$ cat src/rtl/rf_read_sequencer_if.sv
// rf_read_sequencer_if: request, register-file port, write-back and response signals of the operand-read sequencer
interface rf_read_sequencer_if #(
    parameter int DATA_W = 32,
    parameter int ADDR_W = 5
);
    logic              req_valid;
    logic              req_ready;
    logic [ADDR_W-1:0] rs1;
    logic [ADDR_W-1:0] rs2;
    logic              rf_en;
    logic [ADDR_W-1:0] rf_addr;
    logic [DATA_W-1:0] rf_rdata;
    logic              wb_en;
    logic [ADDR_W-1:0] wb_addr;
    logic [DATA_W-1:0] wb_data;
    logic              rsp_valid;
    logic              rsp_ready;
    logic [DATA_W-1:0] rs1_data;
    logic [DATA_W-1:0] rs2_data;

    modport master (
        output req_valid, rs1, rs2, rf_rdata, wb_en, wb_addr, wb_data, rsp_ready,
        input  req_ready, rf_en, rf_addr, rsp_valid, rs1_data, rs2_data
    );

    modport slave (
        input  req_valid, rs1, rs2, rf_rdata, wb_en, wb_addr, wb_data, rsp_ready,
        output req_ready, rf_en, rf_addr, rsp_valid, rs1_data, rs2_data
    );
endinterface

$ cat src/rtl/rf_read_sequencer.sv
// rf_read_sequencer: reads two source operands through one register-file port, with write-back bypass
module rf_read_sequencer #(
    parameter int DATA_W = 32,
    parameter int ADDR_W = 5
) (
    input logic clk,
    input logic rst,
    rf_read_sequencer_if.slave bus
);
    typedef enum logic [1:0] {IDLE, RD1, RD2, RESP} state_t;

    state_t            state;
    logic [ADDR_W-1:0] rs1_q;
    logic [ADDR_W-1:0] rs2_q;
    logic              rf_en_q;
    logic [ADDR_W-1:0] rf_addr_q;
    logic              rsp_valid_q;
    logic [DATA_W-1:0] rs1_d;
    logic [DATA_W-1:0] rs2_d;
    logic [DATA_W-1:0] rd_op;
    logic              hit1;
    logic              hit2;

    // rf_addr_q already holds the address being read, so the operand select keys off it
    assign rd_op = (rf_addr_q == '0) ? '0
                 : (bus.wb_en && bus.wb_addr == rf_addr_q) ? bus.wb_data
                 : bus.rf_rdata;
    assign hit1 = bus.wb_en && bus.wb_addr != '0 && bus.wb_addr == rs1_q;
    assign hit2 = bus.wb_en && bus.wb_addr != '0 && bus.wb_addr == rs2_q;

    assign bus.req_ready = (state == IDLE) && !rst;
    assign bus.rf_en     = rf_en_q;
    assign bus.rf_addr   = rf_addr_q;
    assign bus.rsp_valid = rsp_valid_q;
    assign bus.rs1_data  = rs1_d;
    assign bus.rs2_data  = rs2_d;

    // Sequencer: state, port drive and operand capture all registered together
    always_ff @(posedge clk or posedge rst) begin
        if (rst) begin
            state       <= IDLE;
            rs1_q       <= '0;
            rs2_q       <= '0;
            rf_en_q     <= 1'b0;
            rf_addr_q   <= '0;
            rsp_valid_q <= 1'b0;
            rs1_d       <= '0;
            rs2_d       <= '0;
        end else begin
            case (state)
                IDLE: if (bus.req_valid) begin
                    rs1_q     <= bus.rs1;
                    rs2_q     <= bus.rs2;
                    rf_en_q   <= 1'b1;
                    rf_addr_q <= bus.rs1;
                    state     <= RD1;
                end
                RD1: begin
                    rs1_d <= rd_op;
                    if (rs2_q == rs1_q) begin
                        rs2_d       <= rd_op;
                        rf_en_q     <= 1'b0;
                        rf_addr_q   <= '0;
                        rsp_valid_q <= 1'b1;
                        state       <= RESP;
                    end else begin
                        rf_addr_q <= rs2_q;
                        state     <= RD2;
                    end
                end
                RD2: begin
                    rs2_d       <= rd_op;
                    rf_en_q     <= 1'b0;
                    rf_addr_q   <= '0;
                    rsp_valid_q <= 1'b1;
                    state       <= RESP;
                end
                RESP: begin
                    if (hit1) rs1_d <= bus.wb_data;
                    if (hit2) rs2_d <= bus.wb_data;
                    if (bus.rsp_ready) begin
                        rsp_valid_q <= 1'b0;
                        state       <= IDLE;
                    end
                end
            endcase
        end
    end
endmodule
$ cat src/flat_wrapper.sv
// flat-port wrapper written by rule: the top's interface ports become plain ports
module rf_read_sequencer_flat 
#(
    parameter int DATA_W = 32,
    parameter int ADDR_W = 5
)
  (clk, rst, bus_req_valid, bus_rs1, bus_rs2, bus_rf_rdata, bus_wb_en, bus_wb_addr, bus_wb_data, bus_rsp_ready, bus_req_ready, bus_rf_en, bus_rf_addr, bus_rsp_valid, bus_rs1_data, bus_rs2_data);
  rf_read_sequencer_if #(.DATA_W(DATA_W), .ADDR_W(ADDR_W)) bus_i ();
  input logic clk;
  input logic rst;
  input wire logic [$bits(bus_i.req_valid)-1:0] bus_req_valid;
  input wire logic [$bits(bus_i.rs1)-1:0] bus_rs1;
  input wire logic [$bits(bus_i.rs2)-1:0] bus_rs2;
  input wire logic [$bits(bus_i.rf_rdata)-1:0] bus_rf_rdata;
  input wire logic [$bits(bus_i.wb_en)-1:0] bus_wb_en;
  input wire logic [$bits(bus_i.wb_addr)-1:0] bus_wb_addr;
  input wire logic [$bits(bus_i.wb_data)-1:0] bus_wb_data;
  input wire logic [$bits(bus_i.rsp_ready)-1:0] bus_rsp_ready;
  output wire logic [$bits(bus_i.req_ready)-1:0] bus_req_ready;
  output wire logic [$bits(bus_i.rf_en)-1:0] bus_rf_en;
  output wire logic [$bits(bus_i.rf_addr)-1:0] bus_rf_addr;
  output wire logic [$bits(bus_i.rsp_valid)-1:0] bus_rsp_valid;
  output wire logic [$bits(bus_i.rs1_data)-1:0] bus_rs1_data;
  output wire logic [$bits(bus_i.rs2_data)-1:0] bus_rs2_data;
  assign bus_i.req_valid = bus_req_valid;
  assign bus_i.rs1 = bus_rs1;
  assign bus_i.rs2 = bus_rs2;
  assign bus_i.rf_rdata = bus_rf_rdata;
  assign bus_i.wb_en = bus_wb_en;
  assign bus_i.wb_addr = bus_wb_addr;
  assign bus_i.wb_data = bus_wb_data;
  assign bus_i.rsp_ready = bus_rsp_ready;
  assign bus_req_ready = bus_i.req_ready;
  assign bus_rf_en = bus_i.rf_en;
  assign bus_rf_addr = bus_i.rf_addr;
  assign bus_rsp_valid = bus_i.rsp_valid;
  assign bus_rs1_data = bus_i.rs1_data;
  assign bus_rs2_data = bus_i.rs2_data;
  rf_read_sequencer #(.DATA_W(DATA_W), .ADDR_W(ADDR_W)) u_core (.clk(clk), .rst(rst), .bus(bus_i));
endmodule
$ cat config.mk
export PLATFORM = sky130hd
export DESIGN_NAME = rf_read_sequencer_flat
export DESIGN_NICKNAME = d
export VERILOG_FILES = /design/src/rtl/rf_read_sequencer_if.sv /design/src/rtl/rf_read_sequencer.sv /design/src/flat_wrapper.sv
export SDC_FILE = /design/constraint.sdc
export NUM_CORES = 1
export LEC_CHECK = 0
export BUFFER_PORTS_ARGS = -buffer_cell sky130_fd_sc_hd__buf_2
export CAP_MARGIN = 20
export CORE_AREA = 2 2 98 100
export CTS_CLUSTER_SIZE = 30
export DETAILED_ROUTE_END_ITERATION = 8
export DIE_AREA = 0 0 100 102
export HOLD_SLACK_MARGIN = 0.03
export PLACE_DENSITY = 0.78
export REMOVE_ABC_BUFFERS = 1
export SETUP_SLACK_MARGIN = 0.3
export SLEW_MARGIN = 15
export SYNTH_ARGS = -nofsm -noshare
export SYNTH_HDL_FRONTEND = slang
export SYNTH_SLANG_ARGS = --single-unit
$ cat constraint.sdc
create_clock -name clk -period 3.5 [get_ports clk]
set_clock_uncertainty 0.15 [all_clocks]
set_input_delay 0.175 -clock clk [delete_from_list [all_inputs] [get_ports clk]]
set_output_delay 0.175 -clock clk [all_outputs]
set_load 0.02 [all_outputs]
==> results of run 1 <==
report_power, final:
group | total (mW) | switching, mW | internal [mW]
registers | 1.65 | 0.271 | 1.38
clock network | 0.633 | 0.353 | 0.280
logic | 3.09 | 1.74 | 1.35
total | 5.37 | 2.36 | 3.01
cells by family after synthesis:
family,synth area share [%]
xor+xnor,3.94
flops,46.7
mux,25.9
buf+inv,3.91
fa+ha+maj,0.844
compound gates,7.85
simple gates,10.9
per-layer routing:
layer,vias to the layer above,GRT usage (%)
li1,1703,-
met1,1761,31.2
met2,157,39.3
met3,15,4.79
met4,0,4.95
met5,-,0
metrics by stage:
| step | total power, mW | cell area (um2) | hold WS, ns | worst slack [ns] | instances |
|---|---|---|---|---|---|
| 6_report | 5.37 | 5630 | 0.0695 | 0.845 | 666 |
| 5_1_grt | 5.77 | 5630 | 0.113 | 0.638 | 666 |
| 4_1_cts | 5.40 | 5630 | 0.0611 | 0.822 | 666 |
| 3_5_place_dp | 4.76 | 5330 | 0.111 | 0.775 | 638 |
| 3_3_place_gp | 4.66 | 5310 | 0.258 | 0.866 | 637 |
| 2_1_floorplan | 3.77 | 4300 | 0.176 | 0.642 | 361 |
synth_stat cells, drive strengths merged:
master	instances	area share, %
dfrtp	83	47
mux2	74	19
nand2	38	3.2
a31oi	33	4.6
and2	32	4.5
mux2i	32	7.2
clkbuf	14	1.2
xnor2	14	2.8
buf	10	2.1
inv	7	0.59
nand3	6	0.79
nor2	6	0.51
nor3b	6	1.0
xor2	6	1.2
a221o	5	1.1
a21oi	4	0.70
ha	3	0.84
o21ai	3	0.42
nor4	2	0.42
a2111oi	1	0.20
a21boi	1	0.17
a32o	1	0.22
and3	1	0.14
nor3	1	0.11
o41ai	1	0.37
or4	1	0.17
area by class of cell:
class,instances,area (um2)
timing repair buffer,178,1000
tap,111,139
sequential,83,2080
fill,747,3480
multi-input combinational,271,2200
clock buffer,11,141
inverter,7,27.5
clock inverter,5,37.5
registers in the layout, summed over array words and instances, names as in the netlist:
signal / cells
u_core.rs2_q: 5
u_core.rs1_q: 5
u_core.bus.rf_en: 1
u_core.state: 2
u_core.bus.rs1_data: 32
u_core.bus.rsp_valid: 1
u_core.bus.rf_addr: 5
u_core.bus.rs2_data: 32
tightest hold or removal path, cell delays in order:
cell                      delay (ns)
sky130_fd_sc_hd__buf_2          0.11
sky130_fd_sc_hd__inv_1          0.04
sky130_fd_sc_hd__a21oi_1        0.07
sky130_fd_sc_hd__o21ai_0        0.13
what timing repair did:
item / in CTS / in global routing
setup endpoints to repair: 0 / 0
hold buffers: 12 / 0
resized for setup: 0 / 0
buffers inserted: 0 / 0
hold endpoints to repair: 41 / 0
path summary, 6_finish.rpt:
kind                                         from                 endpoint  slack [ns]  cells past startpoint
setup / recovery                  u_core.state[0]   u_core.bus.rs2_data[6]        0.84                      7
hold / removal                      bus_req_valid          u_core.state[1]        0.07                      4
setup reg to reg                  u_core.state[0]   u_core.bus.rs2_data[6]        0.84                      7
hold reg to reg            u_core.bus.rs1_data[0]   u_core.bus.rs1_data[0]        0.34                      1
max in group asynchronous                     rst  u_core.bus.rs1_data[24]        2.28                      4
min in group asynchronous                     rst   u_core.bus.rs2_data[5]        0.28                      3
==> reports/qor.yml, run 1 <==
die:
  die_width_um: 100
  placementRows: 35
  dieArea_um2: 10200
  fp.dieH_um: 102
  floorplan.core_area_um2: 9110
  start_util_pct: 48.8
  io_pins: 156
run:
  drv.max_cap_violation_count: 0
timing:
  timing.slew.headroom_pct: 57.8
  finalHoldViolCount: 0
  setup_violations: 0
  grt_setup_unrepaired: "no"
  timing_worst_slew_pin_value_ns: 0.632
  final.period_utilization_pct: 75.9
  fin_setup_tns_ns: 0
  slew_viol_final: 0
  max_clock_freq_mhz: 377
  final_period_minus_worst_setup_slack_ns: 2.66
critical_path:
  endpoint_kind: "register"
  critical_path.max_stage_delay_ns: 0.55
  worstSetupStartpointType: "register"
  critPathSlowestCell: "sky130_fd_sc_hd__nand3_1"
  critical_path_class: "register to register"
  critPathMaxFanout: 19
  critPathBufInv: 2
  worstPathArrival_ns: 2.74
  worst_path_required_ns: 3.58
  cpLargestDelayFamily: "buffers and inverters"
  critical_path.cell_chain: "ha_1, inv_2, nand3_1, buf_4, nand2_1, mux2i_1, mux2_1"
global_routing:
  grt_antenna_before_repair: 0
  grt_start_max_net_pins: 37
  number_of_global_route_vias_before_repair: 3733
  grtUsageTotal_pct: 23.2
  grt_pass1_wl_mm: 18.5
  grt_remaining_overflow: 0
clocking:
  clk_lat_worst_skew_ns: 0.34
  clock_sink_count: 83
  clock_tree.htree_level_count: 3
  cts_bufs_inserted: 9
  cts_max_path_buffers: 2
  cts_tree: "done"
  cts.clk_slew.worst_paths_ns: 0.09
  clk_root_buffer_cell: "sky130_fd_sc_hd__clkbuf_8"
min_path:
  timing.hold.worst.class: "primary input to register"
logic_synthesis:
  synthCells: 385
  sequential_area_share_after_synthesis_pct: 46.7
  yosys_warnings: 0
  yosys.cell_types.count: 35
  postSynthAreaPerCell_um2: 11.6
  mapped_cell_area_um2: 4450
  synth_seq_cells: 83
cells_and_area:
  area_growth_syn_to_layout_pct: 26.4
  layout-drive-gt1-share_pct: 45.8
  finalCoreUtilization_pct: 61.8
  diodes: 0
  top_library_cells_by_usage_in_the_layout_fill_and_taps_aside: "155 x sky130_fd_sc_hd__buf_2, 83 x sky130_fd_sc_hd__dfrtp_1, 65 x sky130_fd_sc_hd__mux2_2"
  commonest_non_fill_non_tap_cell_in_the_layout: "sky130_fd_sc_hd__buf_2"
  design.final.nets: 637
routing:
  routedLengthMet1_mm: 5.00
  drt_iter0_markers: 167
  wl_met3_um: 770
  drc: 0
  routedWlPerCell_um: 17.2
  route.antenna.remaining_nets: 0
  wl_met2_mm: 5.58
  via_per_inst: 5.46
  wl_mm: 11.5
  drt_pre_antenna_iters: 4
  top_signal_layer_used: "met4"
  route.vias.total: 3636
placement:
  port-buffer-count: 155
  gp_congestion: 0.897
  place_hpwl_mm: 8.24
power_and_ir_drop:
  power_per_cell_area_nw_per_um2: 955
  vdd.ir_drop.worst_uv: 749
  leakagePower_nw: 2.76
status:
  run_status: "finished, final reports clean"
No activity file was read; power rests on OpenSTA's default activity.
==> inputs of run 2 (changes only) <==
Settings changed: CORE_AREA 2 2 98 100 to 2 2 102 104, DIE_AREA 0 0 100 102 to 0 0 104 106, PLACE_DENSITY 0.78 to 0.76.
Clock period 3.5 ns to 2.2 ns, I/O delays scaled along.
==> reports/qor.yml, run 2 (synthesis results as in run 1) <==
global_routing:
  grt_remaining_overflow: 0  # unchanged
  grtUsageTotal_pct: 21.0  # -2.2 points
  grt_start_max_net_pins: 43  # +16%
  grt_pass1_wl_mm: 18.8  # +1.5%
  number_of_global_route_vias_before_repair: 3927  # +5.2%
  grt_antenna_before_repair: 0  # unchanged
timing:
  timing_worst_slew_pin_value_ns: 0.524  # -0.107 ns
  whs_ns: 0.0591  # -0.0104 ns
  grt_setup_unrepaired: "yes"
  final.period_utilization_pct: 90.5  # +15 points
  max_clock_freq_mhz: 502  # +33%
  final_period_minus_worst_setup_slack_ns: 1.99  # -0.664 ns
  slew_viol_final: 0  # unchanged
  fin_setup_tns_ns: 0  # unchanged
  finalHoldViolCount: 0  # unchanged
  setup_violations: 0  # unchanged
  timing.slew.headroom_pct: 65.0  # +7.3 points
critical_path:
  endpoint_kind: "register"
  critical_path_class: "register to register"
  worstSetupStartpointType: "register"
  worstPathArrival_ns: 2.12  # -0.62 ns
  critPathMaxFanout: 11  # -8
  worst_path_required_ns: 2.33  # -1.25 ns
cells_and_area:
  area_growth_syn_to_layout_pct: 35.5
  diodes: 0  # unchanged
  layout-drive-gt1-share_pct: 51.5  # +5.7 points
  layout.cells.non_filler: 707  # +6.2%
  top_library_cells_by_usage_in_the_layout_fill_and_taps_aside: "155 x sky130_fd_sc_hd__buf_2, 81 x sky130_fd_sc_hd__dfrtp_1, 65 x sky130_fd_sc_hd__mux2_2"
  finalCoreUtilization_pct: 60.3  # -1.5 points
  nFillCells: 818  # +9.5%
  commonest_non_fill_non_tap_cell_in_the_layout: "sky130_fd_sc_hd__buf_2"
  design.final.nets: 653  # +2.5%
clocking:
  cts_max_path_buffers: 2  # unchanged
  clk_lat_worst_skew_ns: 0.35  # about the same
  clock_tree.htree_level_count: 3  # unchanged
  cts.clk_slew.worst_paths_ns: 0.09  # about the same
  clk_root_buffer_cell: "sky130_fd_sc_hd__clkbuf_8"
  cts_bufs_inserted: 9  # unchanged
  clock_sink_count: 83  # unchanged
  cts_tree: "done"
die:
  start_util_pct: 44.5  # -4.4 points
  fp.dieH_um: 106  # +3.9%
  die_width_um: 104  # +4.0%
  dieArea_um2: 11000  # +8.1%
  floorplan.core_area_um2: 10000  # +9.8%
  placementRows: 37  # +5.7%
  io_pins: 156  # unchanged
placement:
  place_hpwl_mm: 8.21  # -0.41%
  post-place-cells: 670  # +5.0%
  port-buffer-count: 155  # unchanged
  gp_congestion: 0.915  # +2.0%
power_and_ir_drop:
  leakagePower_nw: 2.91  # +5.3%
  power_per_cell_area_nw_per_um2: 1540  # +62%
  vdd.ir_drop.worst_uv: 826  # +10%
  pwr_total_mw: 9.31  # +73%
routing:
  route.vias.total: 3716  # +2.2%
  routedWlPerCell_um: 16.7  # -2.7%
  drt_pre_antenna_iters: 4  # unchanged
  via_per_inst: 5.26  # -3.7%
  wl_mm: 11.8  # +3.3%
  route.antenna.remaining_nets: 0  # unchanged
  drt_iter0_markers: 144  # -14%
  drc: 0  # unchanged
min_path:
  timing.hold.worst.class: "primary input to register"
run:
  drv.max_cap_violation_count: 0  # unchanged
status:
  run_status: "finished, final reports clean"
==> run 2: path summary, 6_finish.rpt <==
kind	from	endpoint	slack (ns)	cells after the start
min in group asynchronous	rst	u_core.rs1_q[3]	0.59	4
max in group asynchronous	rst	u_core.bus.rs1_data[9]	0.62	5
setup reg to reg	u_core.bus.rf_addr[1]	u_core.bus.rs2_data[9]	0.21	6
hold reg to reg	u_core.bus.rs1_data[28]	u_core.bus.rs1_data[28]	0.34	1
hold / removal	bus_wb_data[29]	u_core.bus.rs2_data[29]	0.06	4
setup / recovery	u_core.bus.rf_addr[1]	u_core.bus.rs2_data[9]	0.21	6
==> run 2: per-layer routing <==
| metal | GRT usage [%] | up-vias | part of all wire [%] | wire length (um) |
|---|---|---|---|---|
| met5 | 0 | - | 0 | 0 |
| met4 | 7.05 | 0 | 1.6 | 188 |
| met3 | 5.95 | 19 | 7.0 | 831 |
| met2 | 38.2 | 143 | 52 | 6140 |
| met1 | 23.7 | 1822 | 39 | 4670 |
| li1 | - | 1732 | - | - |
==> run 2: power by group <==
group	leakage [nW]	total (mW)	internal (mW)	switching, mW
logic	1.75	5.57	2.59	2.98
clock network	0.102	1.13	0.556	0.571
registers	1.05	2.62	2.20	0.421
==> run 2: layout make-up <==
cell class | instances | area, um2 | share of cell area, %
clock buffers | 10 | 138 | 2.28
clock inverters | 6 | 65.1 | 1.08
inverters | 7 | 33.8 | 0.560
multi-input cells | 271 | 2330 | 38.7
flip-flops and latches | 83 | 2080 | 34.5
well taps | 136 | 170 | 2.82
repair buffers | 194 | 1210 | 20.1
==> run 2: stage by stage <==
stage               cell area [um2]  worst slack (ns)
floorplan                      4300            -0.658
global placement               5450             0.184
detailed placement             5450             0.128
CTS                            5840             0.211
global route                   6030             0.116
finish                         6030             0.209
==> run 2: worst max-delay path, stage by stage (launching register included) <==
cell and delay, ns:
sky130_fd_sc_hd__dfrtp_1 0.40, sky130_fd_sc_hd__xor2_1 0.18, sky130_fd_sc_hd__nor4_2 0.26, sky130_fd_sc_hd__and3_4 0.29
sky130_fd_sc_hd__buf_12 0.18, sky130_fd_sc_hd__mux2i_2 0.27, sky130_fd_sc_hd__mux2_2 0.18
==> run 2: timing repair <==
action	4_1_cts	5_1_grt
setup buffers	0	6
gates resized for setup	14	25
pin swaps	0	5
endpoints found under the hold margin	97	0
setup endpoints to repair	69	69
gates cloned	0	1
hold buffers	14	0
